<file path="src/rtl/ble_cmd_rcv_if.sv">
// Bus bundle between the BLE command receiver and its environment.
// The frm_err strobe is only present when FRAME_ERR_EN is defined.
interface ble_cmd_rcv_if;
   logic       RX;
   logic       clr_rdy;
   logic       rider_off;
   logic [7:0] rx_data;
   logic       rdy;
   logic       rx_done;
   logic       pwr_up;
`ifdef FRAME_ERR_EN
   logic       frm_err;

   modport master (
      output RX, clr_rdy, rider_off,
      input  rx_data, rdy, rx_done, pwr_up, frm_err
   );
   modport slave (
      input  RX, clr_rdy, rider_off,
      output rx_data, rdy, rx_done, pwr_up, frm_err
   );
`else
   modport master (
      output RX, clr_rdy, rider_off,
      input  rx_data, rdy, rx_done, pwr_up
   );
   modport slave (
      input  RX, clr_rdy, rider_off,
      output rx_data, rdy, rx_done, pwr_up
   );
`endif
endinterface

</file>
<file path="src/rtl/ble_cmd_rcv.sv">
// UART 8N1 receiver plus power-up authorization FSM for the BLE command link.
// Define FRAME_ERR_EN to discard bytes with a bad stop bit and pulse frm_err.
module ble_cmd_rcv #(
   parameter int         BAUD_CYCLES = 2604,
   parameter logic [7:0] GO_CMD      = 8'h47,
   parameter logic [7:0] STOP_CMD    = 8'h53
) (
   input  logic         clk,
   input  logic         rst_n,
   ble_cmd_rcv_if.slave bus
);

   localparam logic [11:0] HALF_LD = 12'(BAUD_CYCLES / 2 - 1);
   localparam logic [11:0] FULL_LD = 12'(BAUD_CYCLES - 1);

   typedef enum logic [1:0] {IDLE, START, DATA, STOP} rx_state_t;
   typedef enum logic [1:0] {OFF, PWR1, PWR2} auth_state_t;

   logic        rx_m, rx_s, rx_prev;
   rx_state_t   rx_state, rx_nxt;
   auth_state_t auth_state, auth_nxt;
   logic [11:0] bcnt;
   logic [2:0]  bit_idx;
   logic [7:0]  shreg;
   logic        bcnt_zero;
   logic        ld_half, ld_full, clr_idx, shift_en, byte_good, frame_bad;
   logic [7:0]  rx_data_r;
   logic        rdy_r, rx_done_r, frm_err_r, pwr_up_r, pwr_nxt;

   // RX is asynchronous; two flops for metastability, a third for edge detect
   always_ff @(posedge clk) begin
      if (!rst_n) begin
         rx_m    <= 1'b1;
         rx_s    <= 1'b1;
         rx_prev <= 1'b1;
      end else begin
         rx_m    <= bus.RX;
         rx_s    <= rx_m;
         rx_prev <= rx_s;
      end
   end

   assign bcnt_zero = (bcnt == 12'd0);

   always_ff @(posedge clk) begin
      if (!rst_n) rx_state <= IDLE;
      else        rx_state <= rx_nxt;
   end

   always_comb begin
      rx_nxt = rx_state;
      case (rx_state)
         IDLE:  if (rx_prev && !rx_s) rx_nxt = START;
         START: if (bcnt_zero) rx_nxt = rx_s ? IDLE : DATA;
         DATA:  if (bcnt_zero && bit_idx == 3'd7) rx_nxt = STOP;
         STOP:  if (bcnt_zero) rx_nxt = IDLE;
         default: rx_nxt = IDLE;
      endcase
   end

   always_comb begin
      ld_half   = 1'b0;
      ld_full   = 1'b0;
      clr_idx   = 1'b0;
      shift_en  = 1'b0;
      byte_good = 1'b0;
      frame_bad = 1'b0;
      case (rx_state)
         IDLE:  ld_half = rx_prev && !rx_s;
         START: begin
            ld_full = bcnt_zero && !rx_s;
            clr_idx = bcnt_zero && !rx_s;
         end
         DATA: begin
            ld_full  = bcnt_zero;
            shift_en = bcnt_zero;
         end
         STOP: begin
`ifdef FRAME_ERR_EN
            byte_good = bcnt_zero && rx_s;
            frame_bad = bcnt_zero && !rx_s;
`else
            byte_good = bcnt_zero;
`endif
         end
         default: ;
      endcase
   end

   always_ff @(posedge clk) begin
      if (!rst_n) begin
         bcnt    <= 12'd0;
         bit_idx <= 3'd0;
      end else begin
         if (ld_half)                          bcnt <= HALF_LD;
         else if (ld_full)                     bcnt <= FULL_LD;
         else if (rx_state != IDLE && !bcnt_zero) bcnt <= bcnt - 12'd1;
         if (clr_idx)       bit_idx <= 3'd0;
         else if (shift_en) bit_idx <= bit_idx + 3'd1;
      end
   end

   always_ff @(posedge clk) begin
      if (shift_en) shreg <= {rx_s, shreg[7:1]};
   end

   // Byte completion takes priority over a simultaneous clr_rdy
   always_ff @(posedge clk) begin
      if (!rst_n) begin
         rx_data_r <= 8'h00;
         rdy_r     <= 1'b0;
         rx_done_r <= 1'b0;
         frm_err_r <= 1'b0;
      end else begin
         rx_done_r <= byte_good;
         frm_err_r <= frame_bad;
         if (byte_good) rx_data_r <= shreg;
         if (byte_good)        rdy_r <= 1'b1;
         else if (bus.clr_rdy) rdy_r <= 1'b0;
      end
   end

   always_ff @(posedge clk) begin
      if (!rst_n) auth_state <= OFF;
      else        auth_state <= auth_nxt;
   end

   always_comb begin
      auth_nxt = auth_state;
      case (auth_state)
         OFF:  if (rx_done_r && rx_data_r == GO_CMD) auth_nxt = PWR1;
         PWR1: if (rx_done_r && rx_data_r == STOP_CMD) auth_nxt = bus.rider_off ? OFF : PWR2;
         PWR2: begin
            if (rx_done_r && rx_data_r == GO_CMD) auth_nxt = PWR1;
            else if (bus.rider_off)              auth_nxt = OFF;
         end
         default: auth_nxt = OFF;
      endcase
   end

   always_comb begin
      pwr_nxt = (auth_nxt == PWR1) || (auth_nxt == PWR2);
   end

   always_ff @(posedge clk) begin
      if (!rst_n) pwr_up_r <= 1'b0;
      else        pwr_up_r <= pwr_nxt;
   end

   assign bus.rx_data = rx_data_r;
   assign bus.rdy     = rdy_r;
   assign bus.rx_done = rx_done_r;
   assign bus.pwr_up  = pwr_up_r;
`ifdef FRAME_ERR_EN
   assign bus.frm_err = frm_err_r;
`else
   logic unused_frm;
   assign unused_frm = frm_err_r ^ frame_bad;
`endif

endmodule
</file>
<file path="src/flat_wrapper.sv">
// flat-port wrapper written by rule: the top's interface ports become plain ports
module ble_cmd_rcv_flat 
#(
   parameter int         BAUD_CYCLES = 2604,
   parameter logic [7:0] GO_CMD      = 8'h47,
   parameter logic [7:0] STOP_CMD    = 8'h53
)
  (clk, rst_n, bus_RX, bus_clr_rdy, bus_rider_off, bus_rx_data, bus_rdy, bus_rx_done, bus_pwr_up);
  ble_cmd_rcv_if bus_i ();
  input  logic clk;
  input  logic rst_n;
  input wire logic [$bits(bus_i.RX)-1:0] bus_RX;
  input wire logic [$bits(bus_i.clr_rdy)-1:0] bus_clr_rdy;
  input wire logic [$bits(bus_i.rider_off)-1:0] bus_rider_off;
  output wire logic [$bits(bus_i.rx_data)-1:0] bus_rx_data;
  output wire logic [$bits(bus_i.rdy)-1:0] bus_rdy;
  output wire logic [$bits(bus_i.rx_done)-1:0] bus_rx_done;
  output wire logic [$bits(bus_i.pwr_up)-1:0] bus_pwr_up;
  assign bus_i.RX = bus_RX;
  assign bus_i.clr_rdy = bus_clr_rdy;
  assign bus_i.rider_off = bus_rider_off;
  assign bus_rx_data = bus_i.rx_data;
  assign bus_rdy = bus_i.rdy;
  assign bus_rx_done = bus_i.rx_done;
  assign bus_pwr_up = bus_i.pwr_up;
  ble_cmd_rcv #(.BAUD_CYCLES(BAUD_CYCLES), .GO_CMD(GO_CMD), .STOP_CMD(STOP_CMD)) u_core (.clk(clk), .rst_n(rst_n), .bus(bus_i));
endmodule
</file>
<file path="config.mk">
export PLATFORM = sky130hd
export DESIGN_NAME = ble_cmd_rcv_flat
export DESIGN_NICKNAME = d
export VERILOG_FILES = /design/src/rtl/ble_cmd_rcv_if.sv /design/src/rtl/ble_cmd_rcv.sv /design/src/flat_wrapper.sv
export SDC_FILE = /design/constraint.sdc
export NUM_CORES = 1
export LEC_CHECK = 0
export ABC_AREA = 1
export BUFFER_PORTS_ARGS = -buffer_cell sky130_fd_sc_hd__buf_2
export CAP_MARGIN = 20
export CORE_MARGIN = 1.5
export CORE_UTILIZATION = 50
export CTS_CLUSTER_SIZE = 20
export DETAILED_ROUTE_END_ITERATION = 7
export PLACE_DENSITY = 0.68
export SLEW_MARGIN = 40
export SYNTH_ARGS = -nofsm -noshare
export SYNTH_HDL_FRONTEND = slang
export SYNTH_SLANG_ARGS = --single-unit
export TNS_END_PERCENT = 50
</file>
<file path="constraint.sdc">
create_clock -name clk -period 2.65 [get_ports clk]
set_clock_uncertainty 0.15 [all_clocks]
set_input_delay 0.53 -clock clk [delete_from_list [all_inputs] [get_ports clk]]
set_output_delay 0.53 -clock clk [all_outputs]
set_load 0.05 [all_outputs]
</file>
-- Word-level counts from Yosys, hierarchy flattened
Cells that the tools add are included.
- reduce and logical (&&, ||, !) cells: 20
- multiplexer cells: 22
- equal/unequal tests: 14
- bitwise gates (word level): 1
- add/sub/neg operators: 2
- operators with widths (cell ; count):
    $mux 12 ; 2
    $mux 2 ; 10
    $eq 8x7->1 const B ; 2
    $logic_not 12->1 ; 1
    $sub 12x1->12 const B ; 1
    $mux 11 ; 1
    $eq 2x2->1 const B ; 4
    $ne 2x1->1 const B ; 4
    $pmux 2 s4 ; 1
    $eq 2x1->1 const B ; 3
    $logic_and 1x1->1 ; 6
    $mux 1 ; 6
    $pmux 2 s3 ; 1
    $reduce_bool 2->1 ; 3
    $logic_not 2->1 ; 2
    $reduce_and 4->1 ; 1
    $reduce_or 2->1 ; 2
    $add 3x1->3 const B ; 1
    $eq 3x3->1 const B ; 1
    $reduce_bool 3->1 ; 1
    $reduce_or 3->1 ; 1
    $logic_not 1->1 ; 2
    $pmux 1 s2 ; 1
    $logic_or 1x1->1 ; 1
    $not 1->1 ; 1
- input port bits: 5
- output and inout port bits: 11
- register bits: 41
- logic and storage cells: 73

-- Depth between registers and ports, before layout
Gate-level depths: netlist of the first run.
- word-level depth: 6
- mapped depth: 12
- depth with buffers taken out: 12

-- Least setup slack after synthesis of the first run
OpenSTA, ideal clock, no wires.
- path type: flip-flop to flip-flop
- start point: register u_core.bcnt[0]
- end point: register u_core.shreg[0], enable pin
- buffers on the path: 0
- required time: 2.130 ns
- slack: 0.818 ns
- stages on the path, launching flop included: 7
- library setup time: 0.370 ns
- clock period less this slack: 1.832 ns
- arrival: 1.312 ns
- path through: dfxtp_1 -> inv_1 -> ha_1 -> nand3_1 -> nor2_4 -> nand2_2 -> nor2_1
- word-level cells in the longest chain between the ends: 2
- ends and longest elaborated chain (what ; RTL line ; text):
    start, declared ; ble_cmd_rcv.sv:22 ; logic [11:0] bcnt;
    start signal, assigned ; ble_cmd_rcv.sv:97 ; else if (rx_state != IDLE && !bcnt_zero) bcnt <= bcnt - 12'd1;
    $logic_not 12->1 ; ble_cmd_rcv.sv:43 ; assign bcnt_zero = (bcnt == 12'd0);
    $mux 1 ; ble_cmd_rcv.sv:68 ; case (rx_state)
    net u_core.shift_en ; ble_cmd_rcv.sv:26 ; logic ld_half, ld_full, clr_idx, shift_en, byte_good, frame_bad;
    end signal, assigned ; ble_cmd_rcv.sv:104 ; if (shift_en) shreg <= {rx_s, shreg[7:1]};
    end, declared ; ble_cmd_rcv.sv:24 ; logic [7:0] shreg;
The timed path passes the listed nets, and every way through them passes these cells.
A chain may end at the register's enable or synchronous reset.

-- Worst setup path after layout of the first run
- start point: register u_core.bcnt[0]
- end point: register u_core.shreg[7], enable pin
Same word-level chain as after synthesis.

==> insert_results.sql, run 1 <==
INSERT INTO impl_metrics (metric_group, metric, value, unit) VALUES
('status', 'status', 'completed', ''),
('floorplanning', 'core_region', '0.00397', 'sq mm'),
('power', 'power.share.combinational', '48.3', '%'),
('finish', 'regArea', '901', 'sq um'),
('synth', 'syn-num-nets', '274', ''),
('timing', 'rsz0062_at_grt', 'no', ''),
('finish', 'num-nets-final', '295', ''),
('finish', 'layout_common_cells', 'nand2_1 (50), inv_1 (40), dfxtp_1 (33), nor2_1 (27), a21oi_1 (19)', ''),
('global_route', 'global_route.peak_usage_layer', 'met2', ''),
('power', 'power.density_cell_area', '1180', 'mW/mm^2'),
('global_route', 'grt_usage', '18.6', '%'),
('place', 'dpl.cell_count', '325', ''),
('drt', 'ant_nets', '0', ''),
('power', 'netSwitchingPower', '1.19', 'mW'),
('synth', 'synth.area.mux_share', '0', '%'),
('timing', 'final_period_minus_worst_setup_slack', '1.97', 'ns'),
('synth', 'synthesized_flop_and_latch_total', '41', ''),
('timing', 'hold_viol_final', '0', ''),
('timing', 'fin_setup_tns', '0', 'ns'),
('floorplanning', 'die_height', '67.1', 'um'),
('synth', 'xor_xnor_fraction_of_synth_area', '1.71', '%'),
('timing', 'drv_slew', '0', ''),
('cts', 'cts_made_buffers', '5', ''),
('synth', 'ys.warnings.count', '0', ''),
('finish', 'layout.filler_cells', '365', ''),
('power', 'switching_share', '43.3', '%'),
('drt', 'detailroute.via_count', '1658', ''),
('finish', 'final_layout_size_suffix_gt1_share', '18.7', '%'),
('synth', 'synth_compound_gate_area_share', '9.88', '%'),
('critical_path', 'crit_arrival', '1.75', 'ns'),
('floorplanning', 'ioPinCount', '16', ''),
('timing', 'setup_viol_count_final', '0', ''),
('critical_path', 'kind_of_launch_point_of_the_worst_setup_path', 'flop', ''),
('cts', 'cts-resized-gates', '0', ''),
('cts', 'clk_path_buf_depth', '2', ''),
('floorplanning', 'std_cell_rows', '23', ''),
('drt', 'finalWirelength', '3.71', 'mm'),
('synth', 'seq_area_frac_synth', '43.9', '%'),
('floorplanning', 'initial_utilization', '51.7', '%'),
('cts', 'clock_insertion_delay_worst_skew', '0.29', 'ns'),
('power', 'ir_drop', '0.000577', 'V'),
('global_route', 'number_of_antenna_violations_at_the_first_check_in_global_routing', '0', ''),
('cts', 'cts_root_buf', 'clkbuf_8', ''),
('synth', 'main_combinational_cell_family_by_area_after_synthesis', 'simple AND/OR/NAND/NOR gates', ''),
('worst_hold_path', 'class_of_the_tightest_hold_or_removal_check', 'flop to flop', ''),
('synth', 'syn-instance-count', '261', ''),
('power', 'sequential_fraction_of_design_power', '29.9', '%'),
('synth', 'netlist.top_cell.by_area', 'dfxtp_1', ''),
('cts', 'clock-sinks', '41', ''),
('flow_run', 'cap_violations', '0', ''),
('synth', 'synth_area_leaders', 'dfxtp_1 (32%), edfxtp_1 (12%), nand2_1 (9.1%)', ''),
('timing', 'worst_pin_slew', '0.572', 'ns'),
('global_route', 'globalRouteMet1Util', '24.8', '%'),
('floorplanning', 'fp.dieW', '67.1', 'um'),
('finish', 'commonest_non_fill_non_tap_cell_in_the_layout', 'nand2_1', ''),
('place', 'dp_hpwl', '2.83', 'mm'),
('critical_path', 'worstPathRequired', '2.43', 'ns'),
('global_route', 'grt_overflow', '0', ''),
('drt', 'detail_route.vias_per_cell', '4.98', ''),
('cts', 'cts_tree', 'yes', ''),
('synth', 'synth.top_cell.area_share', '32.2', '%'),
('drt', 'post-route-drc-count', '0', ''),
('global_route', 'via_count_of_the_first_global_routing_pass', '1436', ''),
('critical_path', 'timing.critical_path.fanout_max', '8', ''),
('drt', 'dr.pass1.iters', '4', ''),
('power', 'leakagePower', '1.10', 'nW'),
('finish', 'post_layout_nonfiller_instances', '333', ''),
('timing', 'max_slew_margin', '61.7', '%'),
('critical_path', 'worst_setup_path_category', 'flop to flop', ''),
('finish', 'n_antenna_cell', '0', ''),
('synth', 'netlist_area', '0.00205', 'sq mm');
==> metal layers <==
layer,wire length (um),vias up
li1,-,875
met1,1820,739
met2,1670,39
met3,167,5
met4,51,0
met5,0,-
==> state kept, by name (all words and copies together), names as in the netlist, named ones only <==
name,flops
u_core.rx_m,1
u_core.bcnt,12
u_core.bus.rx_data,8
u_core.rx_prev,1
u_core.rx_s,1
u_core.shreg,8
u_core.bit_idx,3
u_core.bus.rdy,1
u_core.bus.pwr_up,1
u_core.rx_state,1
u_core.bus.rx_done,1
u_core.auth_state,2
==> power by group through the flow <==
stage | Sequential [mW] | Combinational [mW] | Clock (mW)
after floorplan | 0.833 | 1.11 | 0
after global placement | 0.839 | 1.32 | 0
after detailed placement | 0.839 | 1.33 | 0
after CTS | 0.825 | 1.34 | 0.619
after global routing | 0.840 | 1.50 | 0.643
final | 0.824 | 1.33 | 0.598
==> critical path, stage by stage (launching register included) <==
cell     delay, ns
dfxtp_1       0.31
inv_1         0.12
ha_1          0.23
nand3_1       0.13
nor2_4        0.14
nand2_2       0.08
nor2_1        0.45
==> final timing paths <==
path / start / endpoint / slack, ns
setup / recovery: u_core.bcnt[0]$_SDFFE_PN0P_ / u_core.shreg[7]$_DFFE_PP_ / 0.68
hold / removal: u_core.rx_m$_SDFF_PN1_ / u_core.rx_s$_SDFF_PN1_ / 0.26
setup reg to reg: u_core.bcnt[0]$_SDFFE_PN0P_ / u_core.shreg[7]$_DFFE_PP_ / 0.68
hold reg to reg: u_core.rx_m$_SDFF_PN1_ / u_core.rx_s$_SDFF_PN1_ / 0.26
==> per-stage QoR <==
stage          worst slack [ns]  total power [mW]  utilization, %  hold WS (ns)  area, sq um
2_1_floorplan             0.818              1.94               -         0.243         2050
3_3_place_gp              0.676              2.16            55.0         0.255         2190
3_5_place_dp              0.644              2.17            55.0         0.251         2190
4_1_cts                   0.647              2.78            58.5         0.263         2320
5_1_grt                   0.559              2.99            58.5         0.259         2320
6_report                  0.678              2.75            58.5         0.264         2320
==> cell type report <==
| class | count | area share, % |
|---|---|---|
| well taps | 50 | 2.69 |
| clock inverters | 3 | 2.96 |
| flip-flops and latches | 41 | 38.8 |
| repair buffers | 15 | 3.23 |
| clock buffers | 5 | 2.96 |
| inverters | 45 | 7.27 |
| multi-input cells | 174 | 42.1 |
==> kinds of logic (layout without fill, tap and decap cells) <==
group,count (synthesis),count (layout)
simple gates,127,127
buf+inv,46,68
flops,41,41
compound gates,35,35
fa+ha+maj,8,8
xor+xnor,4,4
==> cell usage after synthesis <==
cell type / number
nor2_4: 8
nand4_1: 10
nor2_1: 27
nor2_2: 3
o21ai_4: 1
or2_2: 2
nand2_2: 5
o21ai_1: 3
xor2_1: 3
a21oi_1: 19
edfxtp_1: 8
nand2_1: 50
dfxtp_1: 33
o211ai_4: 1
xnor2_1: 1
nand3_2: 4
nor3_1: 3
ha_1: 8
inv_1: 40
nand2_4: 1
inv_2: 5
clkbuf_1: 1
o21ai_0: 11
nand3_1: 14
Power figures use the tool's default switching activity.
==> run 2: changes to the inputs <==
- clock period: 2.65 -> 1.9 ns (I/O delays scaled with it)
==> insert_results.sql, run 2 (same netlist as run 1, synthesis figures left out) <==
INSERT INTO impl_metrics (metric_group, metric, value, unit) VALUES
('status', 'status', 'completed', ''),
('finish', 'largest_reg_flops', '12', ''),
('timing', 'final.hold.worst_slack', '0.112', 'ns'),
('critical_path', 'kind_of_launch_point_of_the_worst_setup_path', 'flop', ''),
('drt', 'detail_route.vias_per_cell', '4.94', ''),
('timing', 'hold_viol_final', '0', ''),
('global_route', 'global_route.peak_usage_layer', 'met2', ''),
('worst_hold_path', 'min_delay_path_depth', '2', ''),
('floorplanning', 'std_cell_rows', '23', ''),
('critical_path', 'worstRegToRegCells', '10', ''),
('cts', 'clk_path_buf_depth', '2', ''),
('finish', 'commonest_non_fill_non_tap_cell_in_the_layout', 'nand2_1', ''),
('cts', 'cts_root_buf', 'clkbuf_8', ''),
('place', 'gp_routability_congestion', '0.888', ''),
('critical_path', 'timing.critical_path.fanout_max', '4', ''),
('power', 'power.density_cell_area', '1640', 'mW/mm^2'),
('critical_path', 'reg2reg_setup_slack', '0.11', 'ns'),
('drt', 'dr.pass1.iters', '4', ''),
('finish', 'postLayoutCoreUtil', '60.1', '%'),
('global_route', 'globalRouteMet1Util', '25.0', '%'),
('cts', 'cts_made_buffers', '5', ''),
('global_route', 'grt_pass1_wl', '6.69', 'mm'),
('global_route', 'grt_start_max_net_pins', '17', ''),
('cts', 'clock-sinks', '41', ''),
('timing', 'drv_slew', '0', ''),
('critical_path', 'critical_path.reg2reg.endpoint', 'u_core.bcnt[8]$_SDFFE_PN0P_', ''),
('floorplanning', 'initial_utilization', '51.7', '%'),
('timing', 'final_period_minus_worst_setup_slack', '1.79', 'ns'),
('critical_path', 'worstPathRequired', '1.94', 'ns'),
('floorplanning', 'fp.dieW', '67.1', 'um'),
('finish', 'layout_common_cells', 'nand2_1 (50), inv_1 (39), dfxtp_1 (32), nor2_1 (27), a21oi_1 (19)', ''),
('floorplanning', 'core_region', '0.00397', 'sq mm'),
('finish', 'syn2layout_area_growth', '16.3', '%'),
('timing', 'worst_pin_slew', '0.310', 'ns'),
('floorplanning', 'ioPinCount', '16', ''),
('drt', 'wire_per_inst', '12.1', 'um'),
('timing', 'period_share', '94.2', '%'),
('finish', 'post-route-cell-area', '0.00239', 'sq mm'),
('drt', 'detailroute.via_count', '1669', ''),
('global_route', 'grt_overflow', '0', ''),
('cts', 'cts.clk_slew.worst_paths', '0.08', 'ns'),
('timing', 'max_slew_margin', '79.3', '%'),
('critical_path', 'cp-end-kind', 'flop', ''),
('global_route', 'grt_usage', '19.9', '%'),
('floorplanning', 'design.die.area', '0.00450', 'sq mm'),
('flow_run', 'cap_violations', '0', ''),
('cts', 'clock_insertion_delay_worst_skew', '0.30', 'ns'),
('cts', 'cts_hold_buf', '0', ''),
('finish', 'final_layout_size_suffix_gt1_share', '21.2', '%'),
('power', 'leakagePower', '1.13', 'nW'),
('place', 'placedInstanceArea', '0.00221', 'sq mm'),
('critical_path', 'regToRegStartpoint', 'u_core.bcnt[1]$_SDFFE_PP0P_', ''),
('cts', 'cts_tree', 'yes', ''),
('global_route', 'number_of_antenna_violations_at_the_first_check_in_global_routing', '0', ''),
('place', 'dp_hpwl', '2.94', 'mm'),
('drt', 'finalWirelength', '4.10', 'mm'),
('global_route', 'grtUsageMet3', '4.56', '%'),
('drt', 'ant_nets', '0', ''),
('critical_path', 'crit_arrival', '1.83', 'ns'),
('power', 'ir_drop', '0.000695', 'V'),
('finish', 'num-nets-final', '300', ''),
('place', 'placement.io_buffers', '15', ''),
('timing', 'setup_viol_count_final', '0', ''),
('finish', 'registers.top_by_ff_count', 'u_core.bcnt', ''),
('worst_hold_path', 'worstHoldStart', 'bus_RX', ''),
('worst_hold_path', 'holdPathEnd', 'u_core.rx_m$_SDFF_PN1_', ''),
('critical_path', 'worst_setup_path_category', 'flop to flop', ''),
('timing', 'maxClockFrequency', '559', 'MHz'),
('cts', 'htree_num_levels', '2', ''),
('finish', 'n_antenna_cell', '0', ''),
('global_route', 'gr-usage-met2', '33.5', '%'),
('global_route', 'via_count_of_the_first_global_routing_pass', '1520', ''),
('drt', 'post-route-drc-count', '0', ''),
('drt', 'dr_iter_0_viols', '95', ''),
('worst_hold_path', 'class_of_the_tightest_hold_or_removal_check', 'primary input to flop', ''),
('floorplanning', 'die_height', '67.1', 'um');
[run 2: timing repair]
item | 4_1_cts | 5_1_grt
setup buffers | 0 | 2
setup endpoints to repair | 0 | 11
resized for setup | 0 | 10
[run 2: final cells by class]
cell class | count | area (sq um)
timing repair buffer | 20 | 125
fill | 372 | 1580
multi-input combinational | 174 | 991
clock inverter | 3 | 68.8
sequential | 41 | 902
inverter | 45 | 169
clock buffer | 5 | 68.8
tap | 50 | 62.6
[run 2: critical path: stages, from the launching register on]
cell and delay (ns):
dfxtp_1 0.32, inv_1 0.15, ha_4 0.17, inv_2 0.03, nor2_1 0.10, nand3_1 0.14, nor2_4 0.23, o211ai_4 0.13
buf_4 0.16, nand4_1 0.06, a21oi_1 0.06
[run 2: routing by layer]
metal | vias up | wire (um)
met5 | - | 0
met2 | 35 | 1900
met3 | 7 | 181
li1 | 886 | -
met4 | 0 | 71
met1 | 741 | 1950
[run 2: worst max-delay path by stage]
stage	from	endpoint	slack (ns)	depth (start not counted)
global route	u_core.bcnt[1]$_SDFFE_PP0P_	u_core.bcnt[11]$_SDFFE_PP0P_	-0.007	11
detailed placement	u_core.rx_state[0]$_SDFFE_PN0P_	u_core.bcnt[7]$_SDFFE_PP0P_	0.15	9
CTS	u_core.bcnt[0]$_SDFFE_PN0P_	u_core.bcnt[11]$_SDFFE_PP0P_	0.11	11
global placement	u_core.bcnt[0]$_SDFFE_PN0P_	u_core.bcnt[11]$_SDFFE_PP0P_	0.18	11
finish	u_core.bcnt[1]$_SDFFE_PP0P_	u_core.bcnt[8]$_SDFFE_PN0P_	0.11	10
floorplan	u_core.bcnt[0]$_SDFFE_PN0P_	u_core.shreg[0]$_DFFE_PP_	0.07	6
[run 2: where the power goes]
part	internal (mW)	switching (mW)
clock network	0.529	0.322
registers	1.02	0.138
logic	0.645	1.26
total	2.19	1.72
[run 2: metrics by stage]
stage	power, mW	setup TNS [ns]	instances	setup slack [ns]
after floorplan	2.71	0	261	0.0678
after global placement	3.03	0	328	0.180
after detailed placement	3.03	0	328	0.149
after CTS	3.90	0	336	0.105
after global routing	4.20	-0.00652	338	-0.00652
final	3.92	0	338	0.111
